$ cat src/rtl/trigger_controller_pkg.sv
// Shared acquisition constants and encodings
// for the trigger sequencer and computation block.
package trigger_controller_pkg;

  localparam int DATA_SIZE = 12;

  typedef enum logic [1:0] {
    MODE_OFF    = 2'd0,
    MODE_NORMAL = 2'd1,
    MODE_AUTO   = 2'd2,
    MODE_SINGLE = 2'd3
  } mode_e;

  typedef enum logic [1:0] {
    ST_IDLE    = 2'd0,
    ST_ARMING  = 2'd1,
    ST_READY   = 2'd2,
    ST_HOLDOFF = 2'd3
  } state_e;

endpackage

$ cat src/rtl/trigger_controller_sat_counter.sv
// Saturating up-counter with synchronous clear.
// Clear has priority over enable.
module sat_counter #(
  parameter int CNT_SIZE = 16
) (
  input  logic                clk_i,
  input  logic                rst_i,
  input  logic                clr_i,
  input  logic                en_i,
  output logic [CNT_SIZE-1:0] cnt_o
);

  logic [CNT_SIZE-1:0] cnt_q;
  logic [CNT_SIZE-1:0] cnt_d;

  always_comb begin
    cnt_d = cnt_q;
    if (clr_i) begin
      cnt_d = '0;
    end else if (en_i && !(&cnt_q)) begin
      cnt_d = cnt_q + CNT_SIZE'(1);
    end
  end

  always_ff @(posedge clk_i or negedge rst_i) begin
    if (!rst_i) begin
      cnt_q <= '0;
    end else begin
      cnt_q <= cnt_d;
    end
  end

  assign cnt_o = cnt_q;

endmodule

$ cat src/rtl/trigger_controller.sv
// Trigger sequencer: level/hysteresis edge detect,
// holdoff, auto timeout, single shot, period measure.
module trigger_controller #(
  parameter int DATA_SIZE = trigger_controller_pkg::DATA_SIZE,
  parameter int CNT_SIZE  = 16,
  parameter int HYST      = 16
) (
  input  logic                 clk_i,
  input  logic                 rst_i,
  input  logic                 sample_valid_i,
  input  logic [DATA_SIZE-1:0] sample_data_i,
  input  logic [DATA_SIZE-1:0] level_i,
  input  logic [1:0]           mode_i,
  input  logic                 arm_i,
  input  logic [CNT_SIZE-1:0]  holdoff_i,
  input  logic [CNT_SIZE-1:0]  auto_timeout_i,
  output logic                 trigger_o,
  output logic                 auto_o,
  output logic [CNT_SIZE-1:0]  period_o,
  output logic                 period_valid_o,
  output logic [1:0]           state_o
);

  import trigger_controller_pkg::*;

  mode_e  mode;
  state_e state_q, state_d;

  logic [DATA_SIZE-1:0] thr;
  logic [31:0]          lvl_w;
  logic [CNT_SIZE-1:0]  hcnt, tcnt, pcnt, pinc;
  logic [CNT_SIZE:0]    hnext;
  logic real_trig, force_trig, tout_hit, active;
  logic hist_q, hist_d;
  logic trig_q, trig_d;
  logic auto_q, auto_d;
  logic pv_q, pv_d;
  logic [CNT_SIZE-1:0] period_q, period_d;

  assign mode  = mode_e'(mode_i);
  assign lvl_w = 32'(level_i);
  assign thr   = (lvl_w >= 32'(HYST)) ?
                 DATA_SIZE'(lvl_w - 32'(HYST)) : '0;

  assign active = (state_q == ST_ARMING) ||
                  (state_q == ST_READY);
  assign hnext  = {1'b0, hcnt} + (CNT_SIZE+1)'(1);
  assign pinc   = (&pcnt) ? pcnt : pcnt + CNT_SIZE'(1);

  assign tout_hit = sample_valid_i && active &&
                    (mode == MODE_AUTO) &&
                    (auto_timeout_i != '0) &&
                    (tcnt >= auto_timeout_i);

  sat_counter #(.CNT_SIZE(CNT_SIZE)) u_hold (
    .clk_i (clk_i),
    .rst_i (rst_i),
    .clr_i (state_q != ST_HOLDOFF),
    .en_i  (sample_valid_i),
    .cnt_o (hcnt)
  );

  sat_counter #(.CNT_SIZE(CNT_SIZE)) u_tout (
    .clk_i (clk_i),
    .rst_i (rst_i),
    .clr_i (!active || real_trig || force_trig),
    .en_i  (sample_valid_i),
    .cnt_o (tcnt)
  );

  sat_counter #(.CNT_SIZE(CNT_SIZE)) u_per (
    .clk_i (clk_i),
    .rst_i (rst_i),
    .clr_i (real_trig),
    .en_i  (sample_valid_i),
    .cnt_o (pcnt)
  );

  always_comb begin
    state_d    = state_q;
    real_trig  = 1'b0;
    force_trig = 1'b0;
    unique case (state_q)
      ST_IDLE: begin
        if (mode == MODE_SINGLE) begin
          if (arm_i) state_d = ST_ARMING;
        end else if (sample_valid_i &&
                     (mode == MODE_NORMAL ||
                      mode == MODE_AUTO)) begin
          state_d = ST_ARMING;
        end
      end
      ST_ARMING: begin
        if (sample_valid_i &&
            (sample_data_i < thr || thr == '0)) begin
          state_d = ST_READY;
        end
      end
      ST_READY: begin
        if (sample_valid_i && sample_data_i >= level_i) begin
          real_trig = 1'b1;
          state_d   = (mode == MODE_SINGLE) ?
                      ST_IDLE : ST_HOLDOFF;
        end
      end
      ST_HOLDOFF: begin
        if (sample_valid_i &&
            hnext >= {1'b0, holdoff_i}) begin
          state_d = ST_ARMING;
        end
      end
    endcase
    // A real crossing on the timeout sample wins.
    if (tout_hit && !real_trig) begin
      force_trig = 1'b1;
      state_d    = ST_HOLDOFF;
    end
    if (mode == MODE_OFF) begin
      state_d    = ST_IDLE;
      real_trig  = 1'b0;
      force_trig = 1'b0;
    end
  end

  always_comb begin
    hist_d = hist_q;
    if (state_q == ST_IDLE || mode == MODE_OFF) begin
      hist_d = 1'b0;
    end else if (real_trig) begin
      hist_d = 1'b1;
    end
    trig_d   = real_trig || force_trig;
    auto_d   = force_trig;
    pv_d     = real_trig && hist_q;
    period_d = pv_d ? pinc : period_q;
  end

  always_ff @(posedge clk_i or negedge rst_i) begin
    if (!rst_i) begin
      state_q  <= ST_IDLE;
      hist_q   <= 1'b0;
      trig_q   <= 1'b0;
      auto_q   <= 1'b0;
      pv_q     <= 1'b0;
      period_q <= '0;
    end else begin
      state_q  <= state_d;
      hist_q   <= hist_d;
      trig_q   <= trig_d;
      auto_q   <= auto_d;
      pv_q     <= pv_d;
      period_q <= period_d;
    end
  end

  assign trigger_o      = trig_q;
  assign auto_o         = auto_q;
  assign period_valid_o = pv_q;
  assign period_o       = period_q;
  assign state_o        = state_q;

endmodule

$ cat config.mk
export PLATFORM = sky130hd
export DESIGN_NAME = trigger_controller
export DESIGN_NICKNAME = d
export VERILOG_FILES = /design/src/rtl/trigger_controller_pkg.sv /design/src/rtl/trigger_controller_sat_counter.sv /design/src/rtl/trigger_controller.sv
export SDC_FILE = /design/constraint.sdc
export NUM_CORES = 1
export LEC_CHECK = 0
export CORE_ASPECT_RATIO = 2
export CORE_UTILIZATION = 50
export DETAILED_ROUTE_END_ITERATION = 8
export GPL_ROUTABILITY_DRIVEN = 0
export HOLD_SLACK_MARGIN = 0.03
export PLACE_DENSITY = 0.75
export SLEW_MARGIN = 20
export SYNTH_ARGS = -nofsm -noshare
export SYNTH_HDL_FRONTEND = slang
export SYNTH_SLANG_ARGS = --single-unit
$ cat constraint.sdc
create_clock -name clk_i -period 4.3 [get_ports clk_i]
set_clock_uncertainty 0.05 [all_clocks]
set_input_delay 0.86 -clock clk_i [delete_from_list [all_inputs] [get_ports clk_i]]
set_output_delay 0.86 -clock clk_i [all_outputs]
set_load 0.02 [all_outputs]
* Word level (Yosys, flattened, before mapping) *
Cells that the tools add are included.

word-level totals
  register bits = 70
  input bits = 62
  word-level logic and storage cells = 93

operators by class
  eq/ne operators = 12
  reduce and logical (&&, ||, !) cells = 37
  magnitude comparators = 5
  $add $sub $neg = 5
  multiplexer cells = 25

operator list
  kind                   number
  $mux 16                7
  $add 16x1->16 const B  3
  $reduce_and 16->1      3
  $mux 2                 9
  $add 16x1->17 const B  1
  $ge 17x16->1           1
  $ge 16x16->1           1
  $reduce_bool 16->1     1
  $logic_and 1x1->1      13
  $ge 12x12->1           1
  $ge 12x5->1 const B    1
  $logic_not 12->1       1
  $lt 12x12->1           1
  $mux 12                1
  $sub 12x5->12 const B  1
  $ne 5x5->1 const B     2
  $eq 2x2->1 const B     4
  $ne 4x1->1 const B     2
  $pmux 2 s4             1
  $reduce_bool 2->1      4
  $logic_or 1x1->1       7
  $mux 1                 7
  $logic_not 1->1        5
  $reduce_and 5->1       1
  other kinds (4)        6

* Depth between registers and ports, before layout *
Gate-level depths: netlist of the first run.

  word-level depth = 11
  mapped depth = 14
  depth with buffers taken out = 14

* By module *
From an unflattened synthesis of the first run, not the netlist that was laid out.

second synthesis, totals
  cells, all modules = 692
  area, all modules = 5985.7 µm²

by module, submodules not included
  module              cells each  area an instance (µm²)  seq. area each (µm²)  times used
  trigger_controller  407         3226.8                  550.5                 1
  sat_counter         95          919.6                   400.4                 3

* Worst setup path before layout of the first run *
OpenSTA, ideal clock, no wires.

  path type = input to register
  from = in level_i[4]
  to = reg state_q[0] (netlist: state_o[0])
  data required time = 4.156 ns
  arrival time = 3.875 ns
  path slack = 0.281 ns
  stages on the path = 13
  path buffers = 0
  path through = inv_1 > ha_1 > or3b_2 > or2_2 > a211o_1 > nand2_1 > ha_1 > a211o_1 > nor4b_1 > o21ai_0 > and3_1 > or2_2 > a211oi_1

between the ends
  longest elaborated chain between the ends = 8
  elaborated cells between the ends (all ways) = 21
  classes of those cells = 1 x add/sub; 3 x order compare; 5 x eq/ne; 5 x mux; 7 x reduce/logical

RTL lines
  element                                                                line                       RTL
  start: declaration                                                     trigger_controller.sv:12   input logic [DATA_SIZE-1:0] level_i,
  parallel branches: the longest is 8 deep, another holds $sub 12x5->12  n/a
  end signal: assignment                                                 trigger_controller.sv:147  state_q <= state_d;
  end: declaration                                                       trigger_controller.sv:27   state_e state_q, state_d;

Parallel ways; which one is timed is not known.
A chain may end at the register's enable or synchronous reset.

* Final worst setup path of the first run *
  from = in level_i[4]
  to = reg state_q[1] (netlist: state_o[1])

Same word-level chain as after synthesis.

==> results of run 1 <==
-- cell usage in the layout (no fill, tap or decap), drive strengths merged, types with 19 or more instances in the layout --
master / synthesis / layout
inv: 57 / 58
nand2: 58 / 58
xnor2: 34 / 34
dfrtp: 70 / 70
ha: 67 / 67
a21oi: 40 / 40
o21ai: 19 / 19
xor2: 36 / 36
clkdlybuf4s50: 0 / 81
buf: 5 / 24
nor2: 49 / 49
-- stage by stage --
stage	instances	TNS, ns	instance area (sq um)	hold slack, ns	total power, mW
floorplan	618	0	5430	0.433	1.25
global placement	843	-0.465	6510	0.455	1.53
global route	859	0	6860	0.499	2.48
CTS	859	0	6830	0.500	2.35
finish	859	0	6860	0.494	2.34
detailed placement	843	-0.674	6510	0.483	1.55
-- per-layer routing --
metal  routed length, um  global-route usage (%)
met5                   0                       0
met4                 684                    14.6
met3                 380                    5.68
met2                7660                    48.6
met1                5060                    25.7
-- final timing paths --
path | depth (start not counted) | slack (ns) | startpoint | endpoint
max in group asynchronous | 2 | 2.64 | rst_i | auto_o
min in group asynchronous | 1 | 0.61 | rst_i | u_tout.cnt_o[8]
hold reg to reg | 1 | 0.49 | period_o[0] | period_o[0]
hold / removal | 1 | 0.49 | period_o[0] | period_o[0]
setup / recovery | 14 | 0.22 | level_i[4] | state_o[1]
setup reg to reg | 13 | 0.53 | u_hold.cnt_o[0] | state_o[1]
-- cell families (layout without fill, tap and decap cells) --
| kind of cell | count (synthesis) | after routing | share of synthesized area [%] |
|---|---|---|---|
| XOR/XNOR | 70 | 70 | 11.3 |
| AND/OR/NAND/NOR | 214 | 214 | 20.0 |
| buffers and inverters | 74 | 178 | 5.44 |
| flip-flops | 70 | 70 | 32.3 |
| adder cells (fa/ha/maj) | 67 | 67 | 15.4 |
| multiplexers | 6 | 6 | 1.13 |
| AO/OA/AOI/OAI | 117 | 117 | 14.5 |
-- what timing repair did --
item	CTS	global route
endpoints found under the setup margin	1	2
cloned	0	0
gates resized for setup	1	8
pin swaps	0	4
-- state kept, by name, indices dropped and copies added (netlist names) --
signal,cells
trigger_o,1
u_tout.cnt_o,16
u_per.cnt_o,16
auto_o,1
period_o,16
state_o,2
hist_q,1
u_hold.cnt_o,16
period_valid_o,1
-- worst register-to-register path, cell delays in order, from the launching register on --
cell      delay [ns]
dfrtp_1         0.45
nand3_1         0.20
nor4_1          0.60
and3_1          0.33
nand3_1         0.14
nor2_1          0.15
xor2_1          0.15
ha_1            0.28
nand4_1         0.09
nor4_1          0.07
or4b_2          0.61
o211ai_1        0.28
nor4b_1         0.10
a211oi_1        0.20
-- where the power goes --
| group | switching, mW | total, mW | internal (mW) |
|---|---|---|---|
| clock | 0.282 | 0.781 | 0.498 |
| combinational | 0.392 | 0.724 | 0.332 |
| sequential | 0.0956 | 0.833 | 0.737 |
-- final cells by class --
type | count | area share, %
multi-input cells | 474 | 49.8
flip-flops and latches | 70 | 25.5
repair buffers | 105 | 14.4
clock buffers | 12 | 3.89
inverters | 57 | 3.12
well taps | 137 | 2.50
clock inverters | 4 | 0.766
==> run summary, run 1 <==
status -> completed
max-cap violation count -> 0
layout filler cell count -> 886
All-Layer GR Usage -> 26.3%
H-tree levels -> 3
Final Hold Fails -> 0
wire per inst -> 16.1 um
largest net degree at the start of global routing -> 44
initial antenna violation count -> 0
antenna cells -> 0
Top delay family on crit path -> simple AND/OR/NAND/NOR gates
Synth top area share -> 32.3%
syn_area_per_cell -> 8.79 sq um
relative slew slack -> 35.3%
vias in the first global route -> 5102
Period Utilization, post-route -> 95.0%
CP peak stage delay -> 0.43 ns
first-pass GRT wire length -> 22400 um
Worst-path clk slew -> 0.06 ns
Initial DRC Count -> 256
Post-DP HPWL -> 10600 um
buffers plus inverters on the worst setup path -> 2
Syn Std Cell Area -> 0.00543 sq mm
share of cells above drive strength 1 -> 7.62%
Synth top cells by count -> dfrtp_1, ha_1, nand2_1
top-count cell post-synth -> dfrtp_1
Cells after Synth -> 618
die height -> 149 um
Worst Setup Path Type -> in2reg
Place WS -> -0.340 ns
total congestion overflow -> 0
CP Max Fanout -> 5
routed wire length -> 13800 um
vias per inst -> 5.71
final max-slew violation count -> 0
Area Overhead vs Synth -> 26.3%
crit end category -> flop
RSZ-0062 raised after global routing -> no
Pre-antenna DRT Iters -> 4
CTS sink count -> 70
Setup violations, final -> 0
startpoint types -> input port
hold crit path type -> reg2reg
worst-skew pair later-pin latency -> 0.34 ns
std cell rows -> 53
post-route ant nets -> 0
drt drc -> 0
# Post-CTS Setup Buffers -> 0
top cells by area, synth -> dfrtp_1, ha_1, xor2_1
Leak Pwr -> 3.23 nW
Clock Tree Root -> clkbuf_16
WP data required -> 4.49 ns
cell breakdown of the critical path -> clkdlybuf4s50_1 -> inv_1 -> ha_1 -> or3b_4 -> or2_2 -> a211o_4 -> nand2_1 -> ha_1 -> a211o_1 -> nor4b_1 -> o21ai_1 -> and3_1 -> or2_2 -> a211oi_1
syn_nets -> 747
die width -> 75.7 um
Synth area leader -> dfrtp_1
CTS tree -> yes
Bufs on Longest Clock Path -> 2
die area -> 0.0113 sq mm
fmax -> 245 MHz
Seq cells post-synth -> 70
fraction of registers with async set/reset -> 100%
pwr dens -> 341 mW/mm^2
Port-buffer cells -> 82
Post-synth EDFFs -> 0
CP max-delay cell -> clkdlybuf4s50_1
Final Core Density -> 65.1%
total CTS buffers -> 9
Multi-input gate area -> 0.00341 sq mm
Seq/Total Area, Yosys -> 32.3%
initial core utilization -> 51.5%
CP Data Arrival Time -> 4.28 ns
yosys warns -> 0
Layout Nets -> 846
Primary FF master, synth -> dfrtp_1
worst setup slack after layout -> 0.216 ns
Worst Tran Pin Value -> 0.971 ns
I/O Pins -> 83
via count -> 4902
Synth cell types -> 52
core area -> 0.0105 sq mm
CTS Hold Bufs -> 0
worst vdd ir -> 0.280 mV
Reg area -> 0.00175 sq mm
final worst path period need -> 4.08 ns
(Power assumes the default switching activity.)
==> inputs of run 2 (changes only) <==
CAP_MARGIN = 30   (was not set)
==> run summary, run 2 (synthesis results as in run 1) <==
drt drc -> 0 (unchanged)
# Post-CTS Setup Buffers -> 0 (unchanged)
wire per inst -> 16.1 um (about the same)
Port-buffer cells -> 82 (unchanged)
reg2reg setup slack -> 0.52 ns (was 0.53 ns)
dpl cell area -> 0.00651 sq mm (unchanged)
total congestion overflow -> 0 (unchanged)
Setup violations, final -> 0 (unchanged)
Bufs on Longest Clock Path -> 2 (unchanged)
I/O Pins -> 83 (unchanged)
RSZ-0062 raised after global routing -> no (unchanged)
initial antenna violation count -> 0 (unchanged)
initial core utilization -> 51.5% (unchanged)
std cell rows -> 53 (unchanged)
Worst-path clk slew -> 0.06 ns (about the same)
vias per inst -> 5.70 (was 5.71)
pwr dens -> 340 mW/mm^2 (was 341 mW/mm^2)
worst-skew pair later-pin latency -> 0.34 ns (about the same)
Worst Reg2Reg Path Length in Cells -> 12 (was 13)
fmax -> 245 MHz (about the same)
CP Data Arrival Time -> 4.28 ns (about the same)
die width -> 75.7 um (unchanged)
Layout Nets -> 848 (was 846)
Clock Tree Root -> clkbuf_16 (unchanged)
hold crit path type -> in2async (was reg2reg)
max-cap violation count -> 0 (unchanged)
Worst Setup Path Type -> in2reg (unchanged)
worst setup slack after layout -> 0.217 ns (was 0.216 ns)
commonest non-fill, non-tap cell in the layout -> clkdlybuf4s50_1 (unchanged)
CP Max Fanout -> 5 (unchanged)
share of cells above drive strength 1 -> 7.87% (was 7.62%)
Initial DRC Count -> 231 (was 256)
vias in the first global route -> 5102 (unchanged)
reg-to-reg endpoint -> state_o[1] (unchanged)
post-route ant nets -> 0 (unchanged)
Area Overhead vs Synth -> 26.9% (was 26.3%)
Post-DP HPWL -> 10600 um (unchanged)
first-pass GRT wire length -> 22400 um (unchanged)
CTS sink count -> 70 (unchanged)
H-tree levels -> 3 (unchanged)
CTS Hold Bufs -> 0 (unchanged)
total CTS buffers -> 9 (unchanged)
Design Area, Final -> 0.00689 sq mm (was 0.00686 sq mm)
relative slew slack -> 43.9% (was 35.3%)
antenna cells -> 0 (unchanged)
core area -> 0.0105 sq mm (unchanged)
Pre-antenna DRT Iters -> 4 (unchanged)
routed wire length -> 13800 um (about the same)
largest net degree at the start of global routing -> 44 (unchanged)
status -> completed (unchanged)
worst vdd ir -> 0.280 mV (about the same)
final max-slew violation count -> 0 (unchanged)
CTS tree -> yes (unchanged)
final worst path period need -> 4.08 ns (about the same)
Final Hold Fails -> 0 (unchanged)
via count -> 4904 (was 4902)
Leak Pwr -> 3.25 nW (was 3.23 nW)
Worst Tran Pin Value -> 0.838 ns (was 0.971 ns)
Period Utilization, post-route -> 95.0% (about the same)
die area -> 0.0113 sq mm (unchanged)
reg-to-reg startpoint -> u_hold.cnt_o[0] (unchanged)
startpoint types -> input port (unchanged)
WP data required -> 4.49 ns (about the same)
Place WS -> -0.340 ns (unchanged)
All-Layer GR Usage -> 26.3% (unchanged)
crit end category -> flop (unchanged)
most frequent cells in the layout -> clkdlybuf4s50_1, dfrtp_1, ha_1, nand2_1, inv_1 (unchanged)
die height -> 149 um (unchanged)
run 2: report_power, final:
| part | switching, mW | internal, mW |
|---|---|---|
| combinational | 0.398 | 0.337 |
| clock | 0.283 | 0.498 |
| sequential | 0.0905 | 0.738 |
run 2: stage by stage:
stage | hold WS (ns) | power, mW | utilization [%] | instances | TNS, ns
2_1_floorplan | 0.433 | 1.25 | - | 618 | 0
3_3_place_gp | 0.455 | 1.53 | 61.7 | 843 | -0.465
3_5_place_dp | 0.483 | 1.55 | 61.7 | 843 | -0.674
4_1_cts | 0.500 | 2.35 | 64.8 | 859 | 0
5_1_grt | 0.348 | 2.48 | 65.4 | 861 | 0
6_report | 0.344 | 2.35 | 65.4 | 861 | 0
run 2: layer usage:
metal | global-route usage, % | wire, um | share of wire [%] | vias up
li1 | - | - | - | 2386
met1 | 25.7 | 5090 | 37 | 2350
met2 | 48.6 | 7650 | 55 | 118
met3 | 5.68 | 413 | 3.0 | 50
met4 | 14.6 | 694 | 5.0 | 0
met5 | 0 | 0 | 0 | -
run 2: what timing repair did:
item / CTS / global route
endpoints found under the setup margin: 1 / 2
resized for setup: 1 / 8
pin swaps: 0 / 4
gates cloned: 0 / 0
endpoints found under the hold margin: 0 / 0
run 2: how the worst max path moves through the flow:
stage | to | slack (ns) | depth (start not counted) | from
2_1_floorplan | state_o[0] | 0.28 | 13 | level_i[4]
3_3_place_gp | state_o[0] | -0.23 | 14 | level_i[4]
3_5_place_dp | state_o[0] | -0.34 | 14 | level_i[4]
4_1_cts | state_o[0] | 0.03 | 15 | level_i[4]
5_1_grt | state_o[1] | 0.01 | 14 | level_i[4]
6_report | state_o[1] | 0.22 | 14 | level_i[4]
run 2: final cells by class:
type	count	area, sq um
fill	882	3650
multi-input combinational	474	3410
clock buffer	12	267
tap	137	171
inverter	57	214
sequential	70	1750
timing repair buffer	107	1020
clock inverter	4	52.6
run 2: worst max-delay path, cell delays in order:
cell             delay [ns]
clkdlybuf4s50_1        0.43
inv_1                  0.09
ha_1                   0.18
or3b_4                 0.41
or2_2                  0.32
a211o_4                0.30
nand2_1                0.08
ha_1                   0.23
a211o_1                0.31
nor4b_1                0.25
o21ai_1                0.10
and3_1                 0.20
or2_2                  0.32
a211oi_1               0.19
